**src/rtl/hazard_pkg.sv**
```systemverilog
// Shared constants for the D-stage hazard/forwarding unit.
package hazard_pkg;

    // Truncated to TW bits at the point of use; all-ones means "operand not read".
    localparam logic [31:0] TUSE_NONE = '1;

    localparam int unsigned TNEW_LINK = 0;
    localparam int unsigned TNEW_ALU  = 1;
    localparam int unsigned TNEW_LOAD = 2;

    localparam int unsigned SEL_RF = 0;

endpackage

```
**src/rtl/hazard_match.sv**
```systemverilog
// Priority search of the scoreboard for one D-stage source register.
module hazard_match
    import hazard_pkg::*;
#(
    parameter int unsigned AW     = 5,
    parameter int unsigned TW     = 2,
    parameter int unsigned NSTAGE = 3,
    parameter int unsigned SW     = $clog2(NSTAGE + 1)
) (
    input  logic [AW-1:0]             src,
    input  logic [TW-1:0]             tuse,
    input  logic [NSTAGE-1:0][AW-1:0] dst,
    input  logic [NSTAGE-1:0][TW-1:0] tnew,
    output logic                      hit,
    output logic                      stall_term,
    output logic [SW-1:0]             sel
);

    localparam logic [TW-1:0] NONE = TW'(TUSE_NONE);

    // Ascending scan with a found flag: the youngest writer shadows any older one.
    always_comb begin
        hit        = 1'b0;
        stall_term = 1'b0;
        sel        = SW'(SEL_RF);
        for (int unsigned k = 0; k < NSTAGE; k++) begin
            if (!hit && (src != '0) && (dst[k] == src)) begin
                hit        = 1'b1;
                stall_term = (tuse != NONE) && (tnew[k] > tuse);
                sel        = (tnew[k] == '0) ? SW'(k + 1) : SW'(SEL_RF);
            end
        end
    end

endmodule

```
**src/rtl/hazard_unit.sv**
```systemverilog
// Scoreboard-based stall/forwarding control for the D stage.
// Optional multiply/divide busy counter compiled in with `define MULDIV_EN.
module hazard_unit
    import hazard_pkg::*;
#(
    parameter int unsigned AW      = 5,
    parameter int unsigned TW      = 2,
    parameter int unsigned NSTAGE  = 3,
    parameter int unsigned SW      = $clog2(NSTAGE + 1),
    parameter int unsigned MUL_CYC = 5,
    parameter int unsigned DIV_CYC = 10
) (
    input  logic          clk,
    input  logic          reset,
    input  logic          d_valid,
    input  logic [AW-1:0] d_rs,
    input  logic [AW-1:0] d_rt,
    input  logic [TW-1:0] d_tuse_rs,
    input  logic [TW-1:0] d_tuse_rt,
    input  logic [AW-1:0] d_dst,
    input  logic [TW-1:0] d_tnew,
    output logic          stall,
    output logic [SW-1:0] fwd_rs_sel,
    output logic [SW-1:0] fwd_rt_sel
`ifdef MULDIV_EN
    ,
    input  logic          d_md_start,
    input  logic          d_md_div,
    input  logic          d_md_use,
    output logic          md_busy
`endif
);

    logic [NSTAGE-1:0][AW-1:0] sb_dst;
    logic [NSTAGE-1:0][TW-1:0] sb_tnew;
    logic rs_hit, rs_term, rt_hit, rt_term, md_term, accept;

    assign accept = d_valid & ~stall;
    assign stall  = d_valid & ((rs_hit & rs_term) | (rt_hit & rt_term) | md_term);

    always_ff @(posedge clk or posedge reset) begin
        if (reset) begin
            sb_dst  <= '0;
            sb_tnew <= '0;
        end else begin
            for (int unsigned k = 1; k < NSTAGE; k++) begin
                sb_dst[k]  <= sb_dst[k-1];
                sb_tnew[k] <= (sb_tnew[k-1] == '0) ? '0 : sb_tnew[k-1] - TW'(1);
            end
            sb_dst[0]  <= accept ? d_dst  : '0;
            sb_tnew[0] <= accept ? d_tnew : '0;
        end
    end

    hazard_match #(.AW(AW), .TW(TW), .NSTAGE(NSTAGE), .SW(SW)) u_match_rs (
        .src        (d_rs),
        .tuse       (d_tuse_rs),
        .dst        (sb_dst),
        .tnew       (sb_tnew),
        .hit        (rs_hit),
        .stall_term (rs_term),
        .sel        (fwd_rs_sel)
    );

    hazard_match #(.AW(AW), .TW(TW), .NSTAGE(NSTAGE), .SW(SW)) u_match_rt (
        .src        (d_rt),
        .tuse       (d_tuse_rt),
        .dst        (sb_dst),
        .tnew       (sb_tnew),
        .hit        (rt_hit),
        .stall_term (rt_term),
        .sel        (fwd_rt_sel)
    );

`ifdef MULDIV_EN
    localparam int unsigned MW = $clog2(DIV_CYC + 1);

    logic [MW-1:0] md_cnt;

    // Only an accepted start loads; a start held in D by a stall keeps counting down.
    always_ff @(posedge clk or posedge reset) begin
        if (reset) begin
            md_cnt <= '0;
        end else if (accept && d_md_start) begin
            md_cnt <= d_md_div ? MW'(DIV_CYC) : MW'(MUL_CYC);
        end else if (md_cnt != '0) begin
            md_cnt <= md_cnt - MW'(1);
        end
    end

    assign md_busy = (md_cnt != '0);
    assign md_term = d_md_use & md_busy;
`else
    assign md_term = 1'b0;
`endif

endmodule

```
**config.mk**
```make
export PLATFORM = sky130hd
export DESIGN_NAME = hazard_unit
export DESIGN_NICKNAME = d
export VERILOG_FILES = /design/src/rtl/hazard_pkg.sv /design/src/rtl/hazard_match.sv /design/src/rtl/hazard_unit.sv
export SDC_FILE = /design/constraint.sdc
export NUM_CORES = 1
export LEC_CHECK = 0
export BUFFER_PORTS_ARGS = -buffer_cell sky130_fd_sc_hd__buf_4
export CORE_MARGIN = 2
export CORE_UTILIZATION = 50
export CTS_BUF_LIST = sky130_fd_sc_hd__clkbuf_4
export DETAILED_ROUTE_END_ITERATION = 8
export GPL_ROUTABILITY_DRIVEN = 0
export PLACE_DENSITY = 0.74
export SLEW_MARGIN = 10
export SYNTH_ARGS = -nofsm -noshare
export SYNTH_HDL_FRONTEND = slang
export SYNTH_SLANG_ARGS = --single-unit
```
**constraint.sdc**
```tcl
create_clock -name clk -period 2.5 [get_ports clk]
set_input_delay 0.125 -clock clk [delete_from_list [all_inputs] [get_ports clk]]
set_output_delay 0.125 -clock clk [all_outputs]
set_load 0.01 [all_outputs]
```
==> key figures <==
Floorplan
  – Floorplan die area: approximately 3300 um2
  – Starting density of the core: 51.8%
  – Die Height: 57.2 um
  – Boundary Pins: 29
  – Area of the core: about 2700 um2
  – Die boundary width: about 57 um
  – # rows: 19

Detailed routing
  – Avg WL per Cell: 14.8 um
  – Final Routed Wirelength: approximately 3100 um
  – DRC errors left: 0
  – Antenna Violating Nets Remaining: 0
  – Detailed Routing Iterations Pass 1: 5
  – Initial drt markers: 28
  – Via total after detailed routing: about 1,200
  – Via density: 5.49

Synth
  – Unique cell type count in the Yosys netlist: 31
  – Mapped Cells: about 150
  – Most frequent cell after synthesis: dfrtp_1
  – Post-synthesis cell type with the largest combined area: dfrtp_1
  – Yosys top cell area share: a little under two fifths
  – Sequential cell area fraction in the yosys report: between 30% and 40%
  – Post-synthesis async set-or-reset flop share: 100%
  – Average footprint of a synthesized cell: 9.57 um2
  – Post-synthesis register bit count: 21
  – Number of flops mapped to enable cells by yosys: 0
  – Post-Syn Area: about 1400 um2
  – Ys flop type: dfrtp_1
  – Cell types with the highest counts after synthesis: dfrtp_1, xnor2_1, nand2_1, nor3_1, xor2_1
  – Post-Syn Nets: approximately 180
  – Biggest area contributors in the synthesized netlist: dfrtp_1, ha_1, xnor2_1
  – Warnings from Yosys: 0

Cells and area
  – P&R area growth vs syn: 20.2%
  – Layout cell share with drive strength beyond 1: approximately 22%
  – Layout Cell Area excl Fill: roughly 1700 um2
  – Antenna Cells: 0
  – Final-stage net count: ~220

Placement
  – Input/output buffers: 28
  – Detailed placement HPWL: roughly 2600 um
  – Placement-stage cell area: around 1700 um2

Clocking
  – Count of clock tree sinks: 21
  – TritonCTS clock tree: built
  – Clock H-tree levels: 1
  – Latest clock arrival within the worst-skew pair: between 0.3 and 0.4 ns
  – Clock transition at path regs: ~0.12 ns
  – Total CTS buffers: 3
  – Longest Clk Path Bufs: 2
  – CTS Root Cell: clkbuf_4

STA
  – Max-slew violation count: 0
  – Portion of the clock cycle consumed by the worst path in the final layout: 93.1%
  – Fmax: 430 MHz
  – Layout Skew: 0.00369 ns
  – Max transition margin: between 40% and 50%
  – Endpoints failing hold: 0
  – Summed negative setup slack over all endpoints: 0 ns
  – Worst hold slack: roughly 0.026 ns
  – Measured slew at the worst slew-check pin: about 0.78 ns
  – Unrepaired setup endpoints after global routing: no
  – Fin crit period: 2.33 ns
  – Final-report setup violation count: 0

Flow run
  – Max-Cap Viols: 0

Worst hold path
  – Kind of path behind the tightest hold check: in2reg
  – Number of stages on the worst hold path: 3

Critical path
  – Top Family by Delay on Critical Path: compound AO/OA/AOI/OAI gates
  – Worst Path Buf+Inv: 1
  – Arrival time at the worst endpoint: between 2 and 2.5 ns
  – Kind of launch point of the worst setup path: register
  – Crit. path cell count: 7
  – Worst Path Class, Setup: reg2out
  – Delay contributed by the slowest stage of the critical path: approximately 0.44 ns
  – Type of destination of the critical path: output port
  – Worst-case reg-to-reg path depth: 6
  – Chain of cells forming the critical path: xor2_1, nor3_1, and3_1, a221oi_1, a22o_2, o21a_1, buf_4
  – Standard cell with the maximum stage delay on the critical path: dfrtp_1
  – Worst-path fanout max: 8
  – Required @ worst endpoint: roughly 2.4 ns

Power
  – Ratio of total power to cell area: about 440 nW/um2
  – Leakage power: 0.810 nW
  – Worst IR Drop VDD: about 0.42 mV

Global routing
  – First-pass GRT wire length: ~5300 um
  – Overall Global Routing Usage: 21.5%
  – Initial antenna violation count: 0
  – Vias in the first global route: ~1,200
  – GRT overflow: 0
  – Pin count of the biggest net entering global routing: 22

Status
  – Run status: finished, final reports clean
## cell type report
| cell class | instances | area, um2 |
|---|---|---|
| Fill cell | 243 | 1030 |
| Sequential cell | 21 | 526 |
| Multi-Input combinational cell | 117 | 855 |
| Clock buffer | 3 | 22.5 |
| Clock inverter | 1 | 7.51 |
| Timing Repair Buffer | 29 | 220 |
| Inverter | 9 | 33.8 |
| Tap cell | 31 | 38.8 |
## final timing paths
kind	start	to	slack [ns]
max	sb_dst[3]	stall	0.17
min	d_dst[1]	sb_dst[1]	0.03
max reg2reg	sb_dst[3]	sb_dst[3]	0.64
min reg2reg	sb_dst[0]	sb_dst[5]	0.45
max in group asynchronous	reset	sb_tnew[1]	1.48
min in group asynchronous	reset	sb_dst[4]	0.54
## worst reg2reg max path: stages, from the launching register on
cell and delay (ns):
dfrtp_1 0.44, xor2_1 0.18, nor3_1 0.28, and3_1 0.26
a221oi_1 0.10, a22o_2 0.29, nor3_1 0.23
## sequential cells by signal, indices dropped and copies added, names as in the netlist
signal	cells
sb_dst	15
sb_tnew	6
## metrics by stage
step	util (%)	worst slack (ns)	total power, mW	instances
after floorplan	-	0.759	0.503	148
after global placement	60.5	0.563	0.571	206
after detailed placement	60.5	0.513	0.579	206
after CTS	62.0	0.136	0.755	211
after global routing	62.3	0.0403	0.792	211
final	62.3	0.173	0.746	211
## layer usage
| metal | part of all wire (%) | global-route usage [%] | wire length, um |
|---|---|---|---|
| met1 | 43 | 26.3 | 1350 |
| met2 | 52 | 36.6 | 1620 |
| met3 | 3.2 | 3.17 | 100 |
| met4 | 1.4 | 11.3 | 45 |
| met5 | 0 | 0 | 0 |
## report_power, final
group,total (mW),internal (mW),switching (mW)
Sequential,0.382,0.360,0.0221
Combinational,0.193,0.0950,0.0977
Clock,0.171,0.0611,0.110
Total,0.746,0.516,0.230
## cells by family after synthesis
kind of cell | after synthesis | synth area share, %
flip-flops | 21 | 37.1
XOR/XNOR | 30 | 18.6
AO/OA/AOI/OAI | 18 | 9.19
adder cells (fa/ha/maj) | 12 | 10.6
multiplexers | 1 | 0.707
AND/OR/NAND/NOR | 56 | 20.8
buffers and inverters | 10 | 3.09
## what timing repair did
action                     CTS  global route
hold buffers                 1             0
setup buffers                0             0
gates resized for setup      0             1
setup endpoints to repair    0             1
hold endpoints to repair    21             0
## cell usage in the layout (no fill, tap or decap), types with 2 or more instances in the layout
master     n
o21ai_0    4
buf_4     28
nor3_1    14
clkbuf_4   3
nand3_1    5
xnor2_1   17
inv_1      9
xor2_1    13
ha_1      12
dfrtp_1   21
nor2b_1    5
a21oi_1    6
or4_1      2
nand2_1   14
nor2_1     7
and2_1     2
Power figures use the tool's default switching activity.
